File: config.mk
export PLATFORM = sky130hd
export DESIGN_NAME = md4
export DESIGN_NICKNAME = d
export VERILOG_FILES = /design/src/rtl/md4_pkg.sv /design/src/rtl/md4_step.sv /design/src/rtl/md4.sv
export SDC_FILE = /design/constraint.sdc
export NUM_CORES = 2
export LEC_CHECK = 0
export ABC_AREA = 0
export ABC_CLOCK_PERIOD_IN_PS = 22500
export CAP_MARGIN = 5
export CORE_AREA = 2 2 431 433
export CTS_BUF_LIST = sky130_fd_sc_hd__clkbuf_4
export DETAILED_ROUTE_END_ITERATION = 10
export DIE_AREA = 0 0 433 435
export SLEW_MARGIN = 20
export SYNTH_ARGS = -nofsm -noshare
export SYNTH_HDL_FRONTEND = slang
export SYNTH_SLANG_ARGS = --single-unit
File: constraint.sdc
create_clock -name CLK -period 22.5 [get_ports CLK]
set_input_delay 4.5 -clock CLK [delete_from_list [all_inputs] [get_ports CLK]]
set_output_delay 4.5 -clock CLK [all_outputs]
set_load 0.02 [all_outputs]
File: src/rtl/md4_pkg.sv
// MD4 constants, step tables, boolean functions and controller states.
package md4_pkg;

    localparam logic [31:0] IV_A = 32'h67452301;
    localparam logic [31:0] IV_B = 32'hefcdab89;
    localparam logic [31:0] IV_C = 32'h98badcfe;
    localparam logic [31:0] IV_D = 32'h10325476;

    localparam logic [31:0] K_R2 = 32'h5a827999;
    localparam logic [31:0] K_R3 = 32'h6ed9eba1;

    localparam logic [3:0] R2_IDX [16] = '{4'd0, 4'd4, 4'd8, 4'd12, 4'd1, 4'd5, 4'd9, 4'd13,
                                            4'd2, 4'd6, 4'd10, 4'd14, 4'd3, 4'd7, 4'd11, 4'd15};
    localparam logic [3:0] R3_IDX [16] = '{4'd0, 4'd8, 4'd4, 4'd12, 4'd2, 4'd10, 4'd6, 4'd14,
                                            4'd1, 4'd9, 4'd5, 4'd13, 4'd3, 4'd11, 4'd7, 4'd15};

    localparam logic [4:0] S_R1 [4] = '{5'd3, 5'd7, 5'd11, 5'd19};
    localparam logic [4:0] S_R2 [4] = '{5'd3, 5'd5, 5'd9, 5'd13};
    localparam logic [4:0] S_R3 [4] = '{5'd3, 5'd9, 5'd11, 5'd15};

    typedef enum logic [2:0] {
        ST_IDLE,
        ST_LOAD,
        ST_ROUND,
        ST_UPDATE,
        ST_OUTPUT,
        ST_DONE
    } state_t;

    function automatic logic [31:0] md4_f(input logic [31:0] x, input logic [31:0] y,
                                          input logic [31:0] z);
        md4_f = (x & y) | (~x & z);
    endfunction

    function automatic logic [31:0] md4_g(input logic [31:0] x, input logic [31:0] y,
                                          input logic [31:0] z);
        md4_g = (x & y) | (x & z) | (y & z);
    endfunction

    function automatic logic [31:0] md4_h(input logic [31:0] x, input logic [31:0] y,
                                          input logic [31:0] z);
        md4_h = x ^ y ^ z;
    endfunction

    // Message word used by step 0..47.
    function automatic logic [3:0] msg_index(input logic [5:0] step);
        case (step[5:4])
            2'd0:    msg_index = step[3:0];
            2'd1:    msg_index = R2_IDX[step[3:0]];
            default: msg_index = R3_IDX[step[3:0]];
        endcase
    endfunction

    // Left-rotate amount for step 0..47.
    function automatic logic [4:0] shift_amt(input logic [5:0] step);
        case (step[5:4])
            2'd0:    shift_amt = S_R1[step[1:0]];
            2'd1:    shift_amt = S_R2[step[1:0]];
            default: shift_amt = S_R3[step[1:0]];
        endcase
    endfunction

    function automatic logic [31:0] rotl32(input logic [31:0] v, input logic [4:0] s);
        logic [63:0] t;
        t = {v, v} << s;
        rotl32 = t[63:32];
    endfunction

endpackage

File: src/rtl/md4_step.sv
// One MD4 step: new word = (a + fn(b,c,d) + x + k) <<< s.
module md4_step
    import md4_pkg::*;
(
    input  logic [31:0] a_in,
    input  logic [31:0] b_in,
    input  logic [31:0] c_in,
    input  logic [31:0] d_in,
    input  logic [31:0] x_in,
    input  logic [5:0]  step_in,
    output logic [31:0] a_out
);

    logic [31:0] f_val;
    logic [31:0] k_val;
    logic [31:0] sum;

    // Round-dependent function and constant, then add and rotate.
    always_comb begin
        f_val = '0;
        k_val = '0;
        case (step_in[5:4])
            2'd0: begin
                f_val = md4_f(b_in, c_in, d_in);
                k_val = '0;
            end
            2'd1: begin
                f_val = md4_g(b_in, c_in, d_in);
                k_val = K_R2;
            end
            default: begin
                f_val = md4_h(b_in, c_in, d_in);
                k_val = K_R3;
            end
        endcase
        sum   = a_in + f_val + x_in + k_val;
        a_out = rotl32(sum, shift_amt(step_in));
    end

endmodule

File: src/rtl/md4.sv
// Streaming MD4 core: FIFO in, internal padding, 16-byte digest FIFO out.
module md4
    import md4_pkg::*;
(
    input  logic        CLK,
    input  logic        RESET,
    input  logic        START_IN,
    output logic        BUSY_OUT,
    output logic        DONE_OUT,
    input  logic [63:0] INPUT_SIZE_IN,
    input  logic [7:0]  INPUT_BYTE,
    input  logic        INPUT_EMPTY,
    output logic        INPUT_READ,
    output logic [7:0]  OUTPUT_BYTE,
    input  logic        OUTPUT_FULL,
    output logic        OUTPUT_WRITE
);

    state_t      state_q, state_d;
    logic [63:0] size_q, size_d;
    logic [63:0] last_blk_q, last_blk_d;
    logic [63:0] blk_q, blk_d;
    logic [63:0] msg_cnt_q, msg_cnt_d;
    logic [5:0]  pos_q, pos_d;
    logic        pad_q, pad_d;
    logic [5:0]  step_q, step_d;
    logic [3:0]  out_idx_q, out_idx_d;
    logic [31:0] ha_q, hb_q, hc_q, hd_q, ha_d, hb_d, hc_d, hd_d;
    logic [31:0] wa_q, wb_q, wc_q, wd_q, wa_d, wb_d, wc_d, wd_d;

    logic [7:0]  block_q [64];
    logic        buf_we;
    logic [7:0]  buf_wdata;
    logic        load_adv;
    logic [63:0] len_bits;
    logic [3:0]  x_idx;
    logic [31:0] x_word;
    logic [31:0] step_out;
    logic [31:0] digest_word;

    assign len_bits = size_q << 3;
    assign x_idx    = msg_index(step_q);
    assign x_word   = {block_q[{x_idx, 2'd3}], block_q[{x_idx, 2'd2}],
                       block_q[{x_idx, 2'd1}], block_q[{x_idx, 2'd0}]};

    md4_step u_step (
        .a_in    (wa_q),
        .b_in    (wb_q),
        .c_in    (wc_q),
        .d_in    (wd_q),
        .x_in    (x_word),
        .step_in (step_q),
        .a_out   (step_out)
    );

    // Block buffer write port; contents are don't-care until filled.
    always_ff @(posedge CLK) begin
        if (buf_we) begin
            block_q[pos_q] <= buf_wdata;
        end
    end

    // State and datapath registers.
    always_ff @(posedge CLK or posedge RESET) begin
        if (RESET) begin
            state_q    <= ST_IDLE;
            size_q     <= '0;
            last_blk_q <= '0;
            blk_q      <= '0;
            msg_cnt_q  <= '0;
            pos_q      <= '0;
            pad_q      <= 1'b0;
            step_q     <= '0;
            out_idx_q  <= '0;
            ha_q       <= IV_A;
            hb_q       <= IV_B;
            hc_q       <= IV_C;
            hd_q       <= IV_D;
            wa_q       <= '0;
            wb_q       <= '0;
            wc_q       <= '0;
            wd_q       <= '0;
        end else begin
            state_q    <= state_d;
            size_q     <= size_d;
            last_blk_q <= last_blk_d;
            blk_q      <= blk_d;
            msg_cnt_q  <= msg_cnt_d;
            pos_q      <= pos_d;
            pad_q      <= pad_d;
            step_q     <= step_d;
            out_idx_q  <= out_idx_d;
            ha_q       <= ha_d;
            hb_q       <= hb_d;
            hc_q       <= hc_d;
            hd_q       <= hd_d;
            wa_q       <= wa_d;
            wb_q       <= wb_d;
            wc_q       <= wc_d;
            wd_q       <= wd_d;
        end
    end

    // Next-state, buffer fill, round sequencing and I/O handshakes.
    always_comb begin
        state_d     = state_q;
        size_d      = size_q;
        last_blk_d  = last_blk_q;
        blk_d       = blk_q;
        msg_cnt_d   = msg_cnt_q;
        pos_d       = pos_q;
        pad_d       = pad_q;
        step_d      = step_q;
        out_idx_d   = out_idx_q;
        ha_d        = ha_q;
        hb_d        = hb_q;
        hc_d        = hc_q;
        hd_d        = hd_q;
        wa_d        = wa_q;
        wb_d        = wb_q;
        wc_d        = wc_q;
        wd_d        = wd_q;
        buf_we      = 1'b0;
        buf_wdata   = '0;
        load_adv    = 1'b0;
        digest_word = '0;
        INPUT_READ   = 1'b0;
        OUTPUT_WRITE = 1'b0;
        OUTPUT_BYTE  = '0;
        BUSY_OUT     = 1'b0;
        DONE_OUT     = 1'b0;
        case (state_q)
            ST_IDLE: begin
                if (START_IN) begin
                    size_d = INPUT_SIZE_IN;
                    // Index of the block holding the length field.
                    last_blk_d = (INPUT_SIZE_IN + 64'd8) >> 6;
                    blk_d      = '0;
                    msg_cnt_d  = '0;
                    pos_d      = '0;
                    pad_d      = 1'b0;
                    ha_d       = IV_A;
                    hb_d       = IV_B;
                    hc_d       = IV_C;
                    hd_d       = IV_D;
                    state_d    = ST_LOAD;
                end
            end
            ST_LOAD: begin
                BUSY_OUT = 1'b1;
                // Sizing of last_blk guarantees message and 0x80 end before 56 in the last block.
                if (blk_q == last_blk_q && pos_q >= 6'd56) begin
                    buf_wdata = len_bits[{pos_q[2:0], 3'b000} +: 8];
                    load_adv  = 1'b1;
                end else if (msg_cnt_q != size_q) begin
                    if (INPUT_EMPTY) begin
                        INPUT_READ = 1'b1;
                        buf_wdata  = INPUT_BYTE;
                        msg_cnt_d  = msg_cnt_q + 64'd1;
                        load_adv   = 1'b1;
                    end
                end else if (!pad_q) begin
                    buf_wdata = 8'h80;
                    pad_d     = 1'b1;
                    load_adv  = 1'b1;
                end else begin
                    load_adv = 1'b1;
                end
                if (load_adv) begin
                    buf_we = 1'b1;
                    pos_d  = pos_q + 6'd1;
                    if (pos_q == 6'd63) begin
                        state_d = ST_ROUND;
                        step_d  = '0;
                        wa_d    = ha_q;
                        wb_d    = hb_q;
                        wc_d    = hc_q;
                        wd_d    = hd_q;
                    end
                end
            end
            ST_ROUND: begin
                BUSY_OUT = 1'b1;
                // Rotating the working registers each step replaces the abcd/dabc/cdab/bcda operand order.
                wa_d   = wd_q;
                wb_d   = step_out;
                wc_d   = wb_q;
                wd_d   = wc_q;
                step_d = step_q + 6'd1;
                if (step_q == 6'd47) begin
                    state_d = ST_UPDATE;
                end
            end
            ST_UPDATE: begin
                BUSY_OUT = 1'b1;
                ha_d  = ha_q + wa_q;
                hb_d  = hb_q + wb_q;
                hc_d  = hc_q + wc_q;
                hd_d  = hd_q + wd_q;
                blk_d = blk_q + 64'd1;
                if (blk_q == last_blk_q) begin
                    state_d   = ST_OUTPUT;
                    out_idx_d = '0;
                end else begin
                    state_d = ST_LOAD;
                end
            end
            ST_OUTPUT: begin
                BUSY_OUT = 1'b1;
                case (out_idx_q[3:2])
                    2'd0:    digest_word = ha_q;
                    2'd1:    digest_word = hb_q;
                    2'd2:    digest_word = hc_q;
                    default: digest_word = hd_q;
                endcase
                if (OUTPUT_FULL) begin
                    OUTPUT_WRITE = 1'b1;
                    OUTPUT_BYTE  = digest_word[{out_idx_q[1:0], 3'b000} +: 8];
                    out_idx_d    = out_idx_q + 4'd1;
                    if (out_idx_q == 4'd15) begin
                        state_d = ST_DONE;
                    end
                end
            end
            ST_DONE: begin
                DONE_OUT = 1'b1;
                if (!START_IN) begin
                    state_d = ST_IDLE;
                end
            end
            default: state_d = ST_IDLE;
        endcase
    end

endmodule

==> summary.txt <==
Yosys reg bits - 1038
Detailed placement HPWL - 132700 microns
DRC violations left - 0
Antenna-violating nets left - 0
CORE AREA - 0.1840 sq mm
Setup slack at placement - 11.32 ns
Most used cell, CP - clkdlybuf4s50_1
Unrepaired setup endpoints after global routing - false
Rows - 158
Max clock buf depth - 4
Sequential fraction of the synthesis area - 48.94%
Crit end category - output pin
Critical path class - primary input to output pin
End of the worst register-to-register path - wb_q[9]
# port buffers - 88
Gr ovfl total - 0
Ys Warns - 0
EDFF count, synth - 512
WHS - 0.4813 ns
Chip Height - 435 microns
GP Congestion - 0.9747
Slew @ Worst Pin - 1.218 ns
Pins over their slew limit - 0
Clk sink count - 1038
Die width - 433 microns
Final core area utilization - 35.55%
Max Clock Freq - 89.52 MHz
Worst Path Buf+Inv - 3
Slowest cell on crit path - clkdlybuf4s50_1
Max-cap violation count - 0
Vias in the first global route - 45400
Area growth syn-to-layout - 11.89%
Clk slew on worst S/H paths - 0.07 ns
Top-count cell post-synth - nand2_1
Startpoint types - primary input
Vias - 47080
Cts bufs inserted - 299
Syn avg cell area - 9.947 sq um
Status - finished, final reports clean
# resized after CTS - 0
Layout cells sized above 1 - 10.94%
Peak supply drop - 0.04576 mV
Reg2reg path depth - 23
H-tree Lvls - 5
Synth cell types - 112
Initial antenna violation count - 7
Slack of the critical path - 11.33 ns
IO Count - 89
Post-DR vias/cell - 5.426
Number of hold buffers added after cts - 0
Total Wirelength - 191600 microns
Async S/R FF share, synth - 50.67%
Fillers - 18480
CTS tree - done
First-pass GRT wire length - 287000 microns
# setup viols final - 0
Cell chain of the critical path - clkdlybuf4s50_1 -> nor4bb_4 -> buf_4 -> o21ai_0 -> a21oi_1 -> clkdlybuf4s50_1
Crit path max-delay family - buffers and inverters
PD cells - 57.07 mW/mm^2
Full die area - 0.1884 sq mm
Number of cells on the critical path - 6
CP Launch Point - OUTPUT_FULL
Latest clock arrival within the worst-skew pair - 1.26 ns
Crit Path Max Fanout - 15
Cell taking the most area after synthesis - edfxtp_1
Drt first pass iters - 7
Largest net degree at the start of global routing - 235
Final setup TNS - 0 ns
Crit path time final - 11.17 ns
Fin. Hold Viols - 0
Synth Flop Type - edfxtp_1
WL/cell - 22.08 microns
Total GRT Usage - 19.92%
Cells after Synth - 5879
CP arrival - 6.67 ns
Tcrit/Tclk final - 49.65%
Most common library cells after synthesis - nand2_1 (827), edfxtp_1 (512), dfrtp_1 (462)
Mapped Area - 0.05848 sq mm
Top cells by area, synth - edfxtp_1 (26%), dfrtp_1 (20%), nand2_1 (5.3%), ha_1 (3.7%), a21oi_1 (3.6%)
Hold/Removal Path Class - flop to flop
Iter 0 DRT Violations - 4656
Hold Crit Depth - 1
Yosys top cell area share - 26.29%
R2r startpoint - step_q[5]
Flop2flop setup slack - 13.52 ns
Layout Nets - 6338
Post-CTS setup buffer count - 0
Worst setup path endpoint - OUTPUT_BYTE[5]
Initial Util - 31.77%
Setup Skew - 0.1237 ns
Syn_nets - 6218
Rel. slew slack - 17.94%
Max stage delay on crit path - 0.64 ns
Root Buffer Master - clkbuf_4
Static leakage - 24.76 nW
Worst EP required - 18.00 ns
==> area by class of cell <==
class | instances | area (sq um) | area share (%)
clock inverter | 63 | 300.3 | 0.4590
tap | 2480 | 3103 | 4.743
antenna | 11 | 27.53 | 0.04207
multi-input combinational | 4267 | 27810 | 42.51
timing repair buffer | 156 | 1474 | 2.253
sequential | 1038 | 28620 | 43.75
clock buffer | 425 | 3191 | 4.876
inverter | 237 | 899.6 | 1.375
==> power breakdown <==
group          switching [W]  internal (W)  leakage, nW
sequential                 0       0.00198         9.73
combinational      0.0000341     0.0000165         12.9
clock               0.000821      0.000884         2.11
==> layout by cell type, fill, tap and decap left out, types with 62 or more instances in the layout <==
cell,instances
edfxtp_1,512
inv_1,233
a21oi_1,422
buf_4,62
a311oi_1,67
clkdlybuf4s50_1,88
ha_1,171
o21ai_0,352
nand3_1,149
a31oi_1,82
o22ai_1,118
dfstp_2,64
mux2i_1,90
o211ai_1,69
nand2_1,826
xnor2_1,206
and2_1,150
xor2_1,120
dfrtp_1,458
fa_1,91
clkbuf_4,425
a211oi_1,191
a21o_1,76
nor2_1,373
==> layer usage <==
metal	GRT usage, %	share of wire, %
met1	26.99	43
met2	31.00	46
met3	3.760	6.7
met4	8.566	4.4
met5	0	0.014
==> stage by stage <==
step | std cells | area (sq um) | power [W]
2_1_floorplan | 5879 | 58480 | 0.002036
3_3_place_gp | 8177 | 61880 | 0.002068
3_5_place_dp | 8177 | 61880 | 0.002068
4_1_cts | 8665 | 65370 | 0.003774
5_1_grt | 8675 | 65420 | 0.003878
6_report | 8677 | 65430 | 0.003734
==> state kept, by name, indices dropped and copies added (netlist names), 32 cells and up <==
signal      flops
hd_q           32
block_q       512
ha_q           32
size_q         64
last_blk_q     58
wa_q           32
wb_q           32
hc_q           32
wd_q           32
wc_q           32
msg_cnt_q      64
hb_q           32
blk_q          64
==> worst min path at each step <==
stage | start | end
finish | blk_q[57] | blk_q[57]
global route | blk_q[57] | blk_q[57]
CTS | blk_q[57] | blk_q[57]
detailed placement | blk_q[57] | blk_q[57]
global placement | blk_q[57] | blk_q[57]
floorplan | blk_q[57] | blk_q[57]
==> logic make-up after synthesis <==
| kind of cell | share of synthesized area (%) |
|---|---|
| AND/OR/NAND/NOR | 14.67 |
| multiplexers | 2.118 |
| buffers and inverters | 3.841 |
| AO/OA/AOI/OAI | 18.77 |
| XOR/XNOR | 4.883 |
| flip-flops | 48.94 |
| adder cells (fa/ha/maj) | 6.774 |
Power figures use the tool's default switching activity.
